==> src/rtl/mult_rr_scheduler_if.sv <==
// rtl/mult_rr_scheduler_if.sv - request/response bundle for the shared round-robin multiplier
interface mult_rr_scheduler_if #(
  parameter int NREQ = 4,
  parameter int W    = 16
);
  localparam int IDW = (NREQ > 1) ? $clog2(NREQ) : 1;

  logic [NREQ-1:0]   req_valid;
  logic [NREQ-1:0]   req_ready;
  logic [NREQ*W-1:0] req_a;
  logic [NREQ*W-1:0] req_b;
  logic              rsp_valid;
  logic              rsp_ready;
  logic [2*W-1:0]    rsp_data;
  logic [IDW-1:0]    rsp_id;

  modport master (
    output req_valid, req_a, req_b, rsp_ready,
    input  req_ready, rsp_valid, rsp_data, rsp_id
  );

  modport slave (
    input  req_valid, req_a, req_b, rsp_ready,
    output req_ready, rsp_valid, rsp_data, rsp_id
  );
endinterface

==> src/rtl/mult_rr_scheduler.sv <==
// rtl/mult_rr_scheduler.sv - round-robin share of one WxW multiplier among NREQ requesters
// Optional: MULT_RR_SIGNED_EN selects a two's-complement multiply (default unsigned).
module mult_rr_scheduler #(
  parameter int NREQ = 4,
  parameter int W    = 16
) (
  input  logic                 clk,
  input  logic                 rst,
  mult_rr_scheduler_if.slave   bus,
  output logic                 busy
);
  localparam int IDW = (NREQ > 1) ? $clog2(NREQ) : 1;
  localparam logic [IDW-1:0] LAST_IDX = IDW'(NREQ - 1);

  typedef enum logic [1:0] {IDLE, MUL, RESP} state_t;

  state_t         state_q;
  logic [IDW-1:0] rr_ptr_q;
  logic [IDW-1:0] id_q;
  logic [W-1:0]   a_q;
  logic [W-1:0]   b_q;
  logic [2*W-1:0] rsp_data_q;
  logic [IDW-1:0] rsp_id_q;
  logic           rsp_valid_q;
  logic           busy_q;

  logic           grant_vld;
  logic [IDW-1:0] grant_idx;
  logic [2*W-1:0] product_d;
  int             cand;

  // Scan from the highest offset down so the lowest offset from rr_ptr wins.
  always_comb begin
    grant_vld = 1'b0;
    grant_idx = '0;
    cand      = 0;
    for (int i = NREQ - 1; i >= 0; i--) begin
      cand = int'(rr_ptr_q) + i;
      if (cand >= NREQ) cand = cand - NREQ;
      if (bus.req_valid[cand]) begin
        grant_vld = 1'b1;
        grant_idx = cand[IDW-1:0];
      end
    end
  end

  // Gated by rst so nothing is accepted while reset is held.
  always_comb begin
    bus.req_ready = '0;
    if (!rst && state_q == IDLE && grant_vld) bus.req_ready[grant_idx] = 1'b1;
  end

`ifdef MULT_RR_SIGNED_EN
  assign product_d = $signed({{W{a_q[W-1]}}, a_q}) * $signed({{W{b_q[W-1]}}, b_q});
`else
  assign product_d = {{W{1'b0}}, a_q} * {{W{1'b0}}, b_q};
`endif

  always_ff @(posedge clk or posedge rst) begin
    if (rst) begin
      state_q     <= IDLE;
      rr_ptr_q    <= '0;
      id_q        <= '0;
      a_q         <= '0;
      b_q         <= '0;
      rsp_data_q  <= '0;
      rsp_id_q    <= '0;
      rsp_valid_q <= 1'b0;
      busy_q      <= 1'b0;
    end else begin
      case (state_q)
        IDLE: begin
          if (grant_vld) begin
            a_q      <= bus.req_a[grant_idx*W +: W];
            b_q      <= bus.req_b[grant_idx*W +: W];
            id_q     <= grant_idx;
            rr_ptr_q <= (grant_idx == LAST_IDX) ? '0 : grant_idx + 1'b1;
            busy_q   <= 1'b1;
            state_q  <= MUL;
          end
        end
        MUL: begin
          rsp_data_q  <= product_d;
          rsp_id_q    <= id_q;
          rsp_valid_q <= 1'b1;
          state_q     <= RESP;
        end
        RESP: begin
          if (bus.rsp_ready) begin
            rsp_valid_q <= 1'b0;
            busy_q      <= 1'b0;
            state_q     <= IDLE;
          end
        end
        default: state_q <= IDLE;
      endcase
    end
  end

  assign bus.rsp_valid = rsp_valid_q;
  assign bus.rsp_data  = rsp_data_q;
  assign bus.rsp_id    = rsp_id_q;
  assign busy          = busy_q;
endmodule

==> src/flat_wrapper.sv <==
// flat-port wrapper written by rule: the top's interface ports become plain ports
module mult_rr_scheduler_flat 
#(
  parameter int NREQ = 4,
  parameter int W    = 16
)
  (clk, rst, busy, bus_req_valid, bus_req_a, bus_req_b, bus_rsp_ready, bus_req_ready, bus_rsp_valid, bus_rsp_data, bus_rsp_id);
  mult_rr_scheduler_if #(.NREQ(NREQ), .W(W)) bus_i ();
  input  logic clk;
  input  logic rst;
  output logic busy;
  input wire logic [$bits(bus_i.req_valid)-1:0] bus_req_valid;
  input wire logic [$bits(bus_i.req_a)-1:0] bus_req_a;
  input wire logic [$bits(bus_i.req_b)-1:0] bus_req_b;
  input wire logic [$bits(bus_i.rsp_ready)-1:0] bus_rsp_ready;
  output wire logic [$bits(bus_i.req_ready)-1:0] bus_req_ready;
  output wire logic [$bits(bus_i.rsp_valid)-1:0] bus_rsp_valid;
  output wire logic [$bits(bus_i.rsp_data)-1:0] bus_rsp_data;
  output wire logic [$bits(bus_i.rsp_id)-1:0] bus_rsp_id;
  assign bus_i.req_valid = bus_req_valid;
  assign bus_i.req_a = bus_req_a;
  assign bus_i.req_b = bus_req_b;
  assign bus_i.rsp_ready = bus_rsp_ready;
  assign bus_req_ready = bus_i.req_ready;
  assign bus_rsp_valid = bus_i.rsp_valid;
  assign bus_rsp_data = bus_i.rsp_data;
  assign bus_rsp_id = bus_i.rsp_id;
  mult_rr_scheduler #(.NREQ(NREQ), .W(W)) u_core (.clk(clk), .rst(rst), .bus(bus_i), .busy(busy));
endmodule
==> config.mk <==
export PLATFORM = sky130hd
export DESIGN_NAME = mult_rr_scheduler_flat
export DESIGN_NICKNAME = d
export VERILOG_FILES = /design/src/rtl/mult_rr_scheduler_if.sv /design/src/rtl/mult_rr_scheduler.sv /design/src/flat_wrapper.sv
export SDC_FILE = /design/constraint.sdc
export NUM_CORES = 1
export LEC_CHECK = 0
export CAP_MARGIN = 10
export CORE_MARGIN = 1
export CORE_UTILIZATION = 51
export DETAILED_ROUTE_END_ITERATION = 10
export HOLD_SLACK_MARGIN = 0.08
export MAX_ROUTING_LAYER = met4
export PLACE_DENSITY = 0.84
export SYNTH_ARGS = -nofsm -noshare
export SYNTH_HDL_FRONTEND = slang
export SYNTH_SLANG_ARGS = --single-unit
==> constraint.sdc <==
create_clock -name clk -period 7.69 [get_ports clk]
set_input_delay 1.1535 -clock clk [delete_from_list [all_inputs] [get_ports clk]]
set_output_delay 1.1535 -clock clk [all_outputs]
set_load 0.1 [all_outputs]
==> impl_metrics.json, run 1 <==
{
  "status": "finished, final reports clean",
  "hp-class": "reg2reg",
  "cts_tree": "built",
  "number_of_inserted_filler_cells_in_the_final_layout": 2095,
  "path_class": "reg2reg",
  "clock-skew-final_ns": 0.01474,
  "mostFrequentLayoutCell": "nand2_1",
  "r2r_cells": 17,
  "proportion_of_layout_cells_with_a_drive_suffix_above_1": 0.02524,
  "final_area_um2": 14800,
  "synthesis.yosys.warnings": 0,
  "regToRegStartpoint": "u_core.a_q[11]",
  "synthDominantCellAreaShare": 0.3079,
  "final_min_period_over_clock_period": 0.8128,
  "postCtsSetupBuffers": 0,
  "synth.top_cells.by_area": "fa_1 31%, dfrtp_1 15%, nand2_1 12%, ha_1 11%, inv_1 7.3%",
  "ctsRootBufferMaster": "clkbuf_16",
  "placementRows": 57,
  "antennaDiodeCount": 0,
  "seqCellArea_um2": 1852,
  "cts_resized": 0,
  "maxClockFrequency_ghz": 0.1600,
  "yosysUniqueCellTypes": 61,
  "layout-area-overhead-vs-synth_pct": 17.33,
  "synth_area_per_cell_um2": 8.154,
  "antenna_violations_before_repair": 0,
  "die_boundary_width_um": 159.3,
  "synth_nets": 1984,
  "path_clk_slew_ns": 0.08,
  "timing.final.hold_violations": 0,
  "final_cell_mix": "389 x nand2_1, 246 x inv_1, 194 x fa_1, 174 x clkdlybuf4s50_1, 124 x and2_1",
  "final_core_util": 0.6086,
  "grt_use_total": 0.2746,
  "post_synth_inst_count": 1547,
  "fin_nets": 2096,
  "r2r_end": "u_core.bus.rsp_data[24]",
  "end_of_the_critical_path": "u_core.bus.rsp_data[24]",
  "setup.worst_path.start": "u_core.a_q[11]",
  "cp.arrival_ns": 6.48,
  "ys_seq_elements": 74,
  "rrSetupSlack_ns": 1.44,
  "globalplace.congestion": 0.9228,
  "fin_tns_setup_ns": 0,
  "netlist_area_um2": 12610,
  "worst-path-max-fanout": 17,
  "critical_path.startpoint_type": "register",
  "period_needed_ns": 6.251,
  "max_cap_violations": 0,
  "multi_input_comb_area_um2": 9502,
  "io_buffers": 174,
  "grt_pass1_wl_um": 54010,
  "ports": 175,
  "via_count": 10795,
  "cp_data_required_time_ns": 7.92,
  "portion_of_the_post_synthesis_area_used_by_sequential_elements": 0.1468,
  "drt_iter0_drc": 778,
  "placedInstanceArea_um2": 14490,
  "setup_repair_after_global_routing_missed_its_margin": "false",
  "dp_worst_setup_slack_ns": 1.481,
  "drtAntennaViolNets": 0,
  "clock-sinks": 74,
  "worst_slew_margin_relative_to_its_limit": 0.3321,
  "synth_flop_cell": "dfrtp_1",
  "post_drt_wl_per_cell_um": 16.48,
  "timing.critical_path.to_type": "register",
  "cts_hold_fix_bufs": 0,
  "drtPass1Iterations": 5,
  "timing.final.max_slew_violations": 0,
  "synth_async_sr_flop_share": 1.000,
  "post-route-drc-count": 0,
  "route.detailed.vias_per_inst": 5.430,
  "cts_buffers": 9,
  "routed_wirelength_um": 32760,
  "worst_hold_startpoint": "u_core.bus.rsp_data[1]",
  "htreeDepth": 3,
  "synth_enable_flop_cells": 0,
  "dp_hpwl_um": 25370,
  "synthDominantAreaCellType": "fa_1",
  "grt.overflow.total": 0,
  "start_util": 0.5187,
  "final-setup-viol-count": 0,
  "die_y_um": 159.3,
  "largest_net_degree_at_the_start_of_global_routing": 74,
  "first_global_vias": 11283,
  "cts_max_path_bufs": 2,
  "worstSkewPairLatency_ns": 0.36,
  "finalWorstSetupSlack_ns": 1.439,
  "floorplan.core_area_um2": 24320,
  "worst_pin_slew_ns": 0.9988,
  "dieArea_um2": 25370
}
[metal layers]
metal / track usage / vias up / wire length, um
met5: - / - / 0
met1: 0.3233 / 5267 / 12820
li1: - / 5020 / -
met3: 0.04272 / 95 / 2016
met4: 0.1145 / 0 / 1225
met2: 0.4687 / 413 / 16700
[worst min-delay path by stage]
stage	endpoint	slack (ns)	cells after the start
final	u_core.bus.rsp_data[1]	0.47	2
after detailed placement	u_core.bus.rsp_data[1]	0.46	2
after CTS	u_core.bus.rsp_data[1]	0.48	2
after global placement	u_core.bus.rsp_data[1]	0.46	2
after floorplan	u_core.bus.rsp_id[0]	0.44	2
after global routing	u_core.bus.rsp_data[0]	0.50	2
[layout make-up]
type | count | share of cell area
flip-flops and latches | 74 | 0.1251
well taps | 324 | 0.02739
clock inverters | 7 | 0.005580
inverters | 248 | 0.06298
multi-input cells | 1144 | 0.6420
repair buffers | 182 | 0.1217
clock buffers | 9 | 0.01522
[per-stage QoR]
stage / cells / hold WS (ns)
6_report: 1988 / 0.4719
5_1_grt: 1988 / 0.4977
4_1_cts: 1988 / 0.4791
3_5_place_dp: 1972 / 0.4622
3_3_place_gp: 1972 / 0.4595
2_1_floorplan: 1547 / 0.4386
[Yosys cell counts (4+ instances only)]
cell / count
nand3_1: 41
o21ai_1: 14
buf_1: 7
fa_1: 194
buf_2: 8
clkbuf_1: 62
dfrtp_1: 74
a21oi_1: 36
o31ai_1: 7
o21a_1: 5
inv_1: 247
a211o_1: 4
o2111ai_1: 4
xnor2_1: 10
nor3_1: 5
nor2_1: 19
ha_1: 108
xor2_1: 10
and2_1: 124
a21boi_0: 4
nand4_1: 7
nor2b_1: 5
o21ai_0: 84
nand2b_1: 8
a31oi_1: 4
nand2_1: 389
o21bai_1: 4
a21o_1: 12
o211ai_1: 4
a211oi_1: 5
and3_1: 5
[critical path, cell delays in order, from the launching register on]
cell and delay, ns:
dfrtp_1 0.81, nand2_1 0.17, fa_1 0.55, fa_1 0.51, fa_1 0.57, inv_1 0.06
fa_1 0.49, fa_1 0.49, inv_1 0.05, fa_1 0.51, inv_1 0.05, ha_1 0.37
a21oi_1 0.32, o21ai_0 0.15, a41oi_1 0.39, a31o_2 0.27, nor3b_1 0.23, o31ai_1 0.11
[flip-flops by register name, summed over array words and instances (netlist names)]
name and count:
u_core.a_q 16, u_core.rr_ptr_q 2, u_core.busy 1, u_core.bus.rsp_id 2, u_core.state_q 2, u_core.b_q 16, u_core.bus.rsp_data 32, u_core.bus.rsp_valid 1
u_core.id_q 2
[logic make-up (layout without fill, tap and decap cells)]
logic type      count (synthesis)  after routing  share of synthesized area
simple gates                  616            616                     0.2217
buf+inv                       329            446                     0.1012
compound gates                206            206                     0.1015
xor+xnor                       20             20                    0.01389
flops                          74             74                     0.1468
fa+ha+maj                     302            302                     0.4150
Power of run 1 is left out: the tool's default activity adds up to more than one toggle a clock period on the data nets, which glitch-free logic cannot reach.
==> run 2, diff against run 1 <==
Settings changed: PLACE_DENSITY 0.84 to 0.87.
Clock period 7.69 ns to 5.2 ns, I/O delays scaled along.
==> run 2 against run 1 <==
Against the previous run: the flow now finishes with violations (setup timing); highest routed layer unchanged; register-to-register slack got worse by 2.0 ns; wire length is 21% higher; worst hold slack improved by 0.0094 ns.
==> impl_metrics.json, run 2 (same netlist as run 1, synthesis figures left out) <==
{
  "clock-skew-final_ns": 0.01145,
  "finalWorstSetupSlack_ns": -0.5937,
  "number_of_inserted_filler_cells_in_the_final_layout": 1684,
  "globalplace.congestion": 1.005,
  "cts_max_path_bufs": 2,
  "cts_hold_fix_bufs": 0,
  "largest_net_degree_at_the_start_of_global_routing": 75,
  "layout-area-overhead-vs-synth_pct": 34.57,
  "timing.critical_path.to_type": "register",
  "global_route_met1_utilization": 0.3405,
  "post_drt_wl_per_cell_um": 18.13,
  "worst-path-max-fanout": 4,
  "globalRoute.busiestLayer": "met2",
  "drtPass1Iterations": 5,
  "drt_iter0_drc": 938,
  "dieArea_um2": 25370,
  "critical_path.startpoint_type": "register",
  "grt.met2_usage": 0.5343,
  "cp_data_required_time_ns": 5.44,
  "path_clk_slew_ns": 0.08,
  "max_ffs_per_register": 32,
  "final-setup-viol-count": 20,
  "path_class": "reg2reg",
  "final_cell_mix": "381 x nand2_1, 228 x inv_1, 181 x fa_1, 181 x buf_4, 170 x clkdlybuf4s50_1",
  "timing.hold.ws_ns": 0.4813,
  "met3_capacity_usage_during_global_routing": 0.04793,
  "grt.overflow.total": 0,
  "fin_nets": 2287,
  "cts_tree": "built",
  "proportion_of_layout_cells_with_a_drive_suffix_above_1": 0.1951,
  "timing.final.max_slew_violations": 0,
  "cts_buffers": 9,
  "die_boundary_width_um": 159.3,
  "worst_slew_margin_relative_to_its_limit": 0.3418,
  "first_global_vias": 12636,
  "seqCellArea_um2": 1873,
  "die_y_um": 159.3,
  "worst_pin_slew_ns": 0.9842,
  "grt_pass1_wl_um": 60020,
  "period_needed_ns": 5.794,
  "maxClockFrequency_ghz": 0.1726,
  "routed_wirelength_um": 39500,
  "clock-sinks": 74,
  "status": "complete, but fails checks",
  "ports": 175,
  "setup_repair_after_global_routing_missed_its_margin": "true",
  "antenna_violations_before_repair": 0,
  "timing.final.hold_violations": 0,
  "route.detailed.vias_per_inst": 5.547,
  "htreeDepth": 3,
  "placementRows": 57,
  "cp.arrival_ns": 6.04,
  "post-route-drc-count": 0,
  "via_count": 12087,
  "multi_input_comb_area_um2": 10100,
  "antennaDiodeCount": 0,
  "mostFrequentLayoutCell": "nand2_1",
  "drtAntennaViolNets": 0,
  "worstSkewPairLatency_ns": 0.37,
  "ctsRootBufferMaster": "clkbuf_16",
  "max_cap_violations": 0,
  "hp-class": "reg2reg",
  "floorplan.core_area_um2": 24320,
  "violations_in_the_final_reports": "setup timing",
  "io_buffers": 174,
  "final_min_period_over_clock_period": 1.114,
  "dp_hpwl_um": 28150,
  "grt_use_total": 0.3058,
  "start_util": 0.5187
}
## run 2: cell count changes in the layout (fill, tap and decap cells not counted), moves of 14 or more
cell     delta
o21ai_0    -17
ha_1       -17
buf_6      +17
inv_1      -18
buf_4     +173
dfrtp_2    +17
a21oi_1    -14
dfrtp_1    -17
ha_4       +16
inv_2      +18
## run 2: layer usage
layer / share of wire / vias to the layer above
met4: 0.060 / 0
met1: 0.35 / 5820
met2: 0.52 / 644
met3: 0.072 / 224
met5: 0 / -
li1: - / 5399
## run 2: critical path, cell delays in order, from the launching register on
cell and delay, ns:
dfrtp_2 0.44, buf_12 0.15, and2_4 0.15, fa_1 0.56, inv_2 0.05, fa_1 0.50
inv_1 0.07, fa_1 0.48, fa_2 0.50, fa_1 0.52, inv_2 0.06, fa_2 0.55
inv_2 0.06, ha_4 0.30, nand4_1 0.18, buf_4 0.19, a21oi_4 0.15, o31ai_2 0.09
buf_4 0.17, a21oi_4 0.13, nor3_1 0.08, a211o_1 0.27
## run 2: area by class of cell
type / count / area share
clock buffer: 10 / 0.01408
clock inverter: 6 / 0.004275
inverter: 248 / 0.05491
multi-input combinational: 1144 / 0.5950
sequential: 74 / 0.1103
tap: 324 / 0.02388
timing repair buffer: 373 / 0.1975
## run 2: path summary, 6_finish.rpt
check	start	slack, ns	end	cells past startpoint
worst max-delay path	u_core.b_q[4]	-0.59	u_core.bus.rsp_data[31]	21
worst min-delay path	u_core.bus.rsp_data[9]	0.48	u_core.bus.rsp_data[9]	2
worst max register to register	u_core.b_q[4]	-0.59	u_core.bus.rsp_data[31]	21
worst min register to register	u_core.bus.rsp_data[9]	0.48	u_core.bus.rsp_data[9]	2
max in group asynchronous	rst	3.43	u_core.b_q[7]	3
min in group asynchronous	rst	1.10	u_core.bus.rsp_valid	3
## run 2: what timing repair did
| action | CTS | global route |
|---|---|---|
| endpoints found under the setup margin | 21 | 24 |
| setup buffers | 25 | 20 |
| pin swaps | 24 | 35 |
| resized for setup | 78 | 81 |
## run 2: per-stage QoR
step / setup WS, ns / cell area (um2) / TNS, ns / utilization / instances
after floorplan: -0.1493 / 12920 / -0.5908 / - / 1547
after global placement: -0.5131 / 15720 / -6.625 / 0.6464 / 2118
after detailed placement: -0.6098 / 15720 / -8.590 / 0.6464 / 2118
after CTS: -0.3726 / 16510 / -5.184 / 0.6791 / 2159
after global routing: -0.7310 / 16980 / -11.26 / 0.6980 / 2179
final: -0.5937 / 16980 / -8.409 / 0.6980 / 2179
Power of run 2 is left out for the same reason.
==> run 3, diff against run 2 <==
Settings changed: CAP_MARGIN 10 to 0, CORE_UTILIZATION 51 to 25, DONT_BUFFER_PORTS from default to 1, PLACE_DENSITY 0.87 to 0.49.
==> run 3 against run 2 <==
Against the previous run: the run still ends with setup timing left; critical path depth down 2; global-route usage decreased by 15 points; register-to-register slack improved by 0.22 ns; clock skew grew 0.0092 ns; worst setup slack gained 0.22 ns; largest cell class unchanged; critical endpoint is now u_core.bus.rsp_data[26]; final area down 7.5%; utilization down 38 points; count of clock-buffer cells in the layout is the same; wire length shrank 6.4%; via count decreased by 13%; sequential share of layout area grew 0.88 points.
==> impl_metrics.json, run 3 (same netlist as run 1, synthesis figures left out) <==
{
  "clock-sinks": 74,
  "grt_pass1_wl_um": 57620,
  "floorplan.core_area_um2": 49360,
  "crit_path_cell_trace": "buf_4 > buf_4 > and2_1 > fa_1 > fa_1 > fa_1 > fa_1 > fa_1 > inv_1 > fa_1 > inv_1 > ha_4 > buf_4 > nand4_1 > a21oi_2 > nor2b_2 > a21o_1 > or4_1 > nand3_1",
  "crit_cells": 19,
  "maxClockFrequency_ghz": 0.1795,
  "globalplace.congestion": 0.8761,
  "dp_hpwl_um": 30320,
  "timing.critical_path.to_type": "register",
  "via_count": 10507,
  "cts_max_path_bufs": 2,
  "die_y_um": 226.6,
  "drtPass1Iterations": 4,
  "worst_slew_margin_relative_to_its_limit": 0.3152,
  "regToRegStartpoint": "u_core.a_q[5]",
  "io_buffers": 0,
  "largest_net_degree_at_the_start_of_global_routing": 73,
  "routed_wirelength_um": 36980,
  "worst_pin_slew_ns": 1.026,
  "setup_repair_after_global_routing_missed_its_margin": "true",
  "post-route-drc-count": 0,
  "path_class": "reg2reg",
  "finalWorstSetupSlack_ns": -0.3720,
  "grt_use_total": 0.1514,
  "final-setup-viol-count": 16,
  "period_needed_ns": 5.572,
  "worst-path-buf-inv": 5,
  "cts_tree": "built",
  "violations_in_the_final_reports": "setup timing",
  "hp-class": "in2async",
  "cp_data_required_time_ns": 5.49,
  "worst_stage_delay_on_the_critical_path_ns": 0.56,
  "fin_nets": 2107,
  "final_cell_mix": "380 x nand2_1, 235 x inv_1, 181 x fa_1, 169 x buf_4, 117 x and2_1",
  "htreeDepth": 3,
  "path_clk_slew_ns": 0.07,
  "antenna_violations_before_repair": 0,
  "ports": 175,
  "r2r_cells": 19,
  "proportion_of_layout_cells_with_a_drive_suffix_above_1": 0.2042,
  "max_ffs_per_register": 32,
  "clock-skew-final_ns": 0.02061,
  "timing.final.hold_violations": 0,
  "dieArea_um2": 51360,
  "critical-path-top-delay-family": "adder cells",
  "grt.overflow.total": 0,
  "die_boundary_width_um": 226.6,
  "layout-area-overhead-vs-synth_pct": 24.41,
  "ctsRootBufferMaster": "clkbuf_16",
  "first_global_vias": 10583,
  "drt_iter0_drc": 366,
  "r2r_end": "u_core.bus.rsp_data[26]",
  "mostFrequentLayoutCell": "nand2_1",
  "cts_buffers": 9,
  "fin_tns_setup_ns": -4.034,
  "status": "complete, but fails checks",
  "worstSkewPairLatency_ns": 0.38,
  "max_cap_violations": 0,
  "critical_path_most_common_cell": "fa_1",
  "placementRows": 81,
  "post_drt_wl_per_cell_um": 15.81,
  "final_min_period_over_clock_period": 1.072,
  "cp.arrival_ns": 5.86,
  "crit_path_top_delay_cell": "fa_1",
  "drtAntennaViolNets": 0,
  "route.detailed.vias_per_inst": 4.492,
  "timing.final.max_slew_violations": 0,
  "setup.worst_path.start": "u_core.a_q[5]",
  "start_util": 0.2556,
  "critical_path.startpoint_type": "register",
  "worst-path-max-fanout": 7,
  "antennaDiodeCount": 0,
  "rrSetupSlack_ns": -0.37
}
==> run 3: cell count changes in the layout (fill, tap and decap cells not counted), sizes merged <==
cell           previous run  this run
bufinv                    1         2
clkdlybuf4s50           170         0
clkinvlp                  1         0
buf                     203       193
==> run 3: worst max-delay path by stage <==
| stage | endpoint |
|---|---|
| 5_1_grt | u_core.bus.rsp_data[21] |
| 3_3_place_gp | u_core.bus.rsp_data[31] |
| 2_1_floorplan | u_core.bus.rsp_data[26] |
| 6_report | u_core.bus.rsp_data[26] |
| 4_1_cts | u_core.bus.rsp_data[26] |
| 3_5_place_dp | u_core.bus.rsp_data[31] |
==> run 3: cell type report <==
type | count | area (um2)
fill | 5267 | 33660
multi-input combinational | 1144 | 10080
sequential | 74 | 1871
timing repair buffer | 193 | 1644
inverter | 248 | 932.1
tap | 664 | 830.8
clock buffer | 10 | 239.0
clock inverter | 6 | 95.09
==> run 3: repair_timing <==
action | 4_1_cts | 5_1_grt
pin swaps | 39 | 20
endpoints found under the setup margin | 23 | 22
buffers inserted | 27 | 5
hold endpoints to repair | 0 | 0
hold buffers | 0 | 0
cloned | 0 | 0
gates resized for setup | 101 | 32
==> run 3: metal layers <==
layer  wire length, um  track usage  part of all wire
met1             15470       0.1795              0.42
met2             20040       0.2683              0.54
met3               954      0.02034             0.026
met4               512      0.03793             0.014
met5                 0            -                 0
==> run 3: metrics by stage <==
| step | hold WS [ns] | instance area [um2] | instances | worst slack, ns | utilization |
|---|---|---|---|---|---|
| 2_1_floorplan | 0.4386 | 12920 | 1547 | -0.1493 | - |
| 3_3_place_gp | 0.4659 | 14550 | 2291 | -0.6398 | 0.2949 |
| 3_5_place_dp | 0.4757 | 14550 | 2291 | -0.6797 | 0.2949 |
| 4_1_cts | 0.4345 | 15540 | 2334 | -0.3282 | 0.3148 |
| 5_1_grt | 0.4812 | 15690 | 2339 | -0.5456 | 0.3180 |
| 6_report | 0.4147 | 15690 | 2339 | -0.3720 | 0.3180 |
Power of run 3 is left out for the same reason.
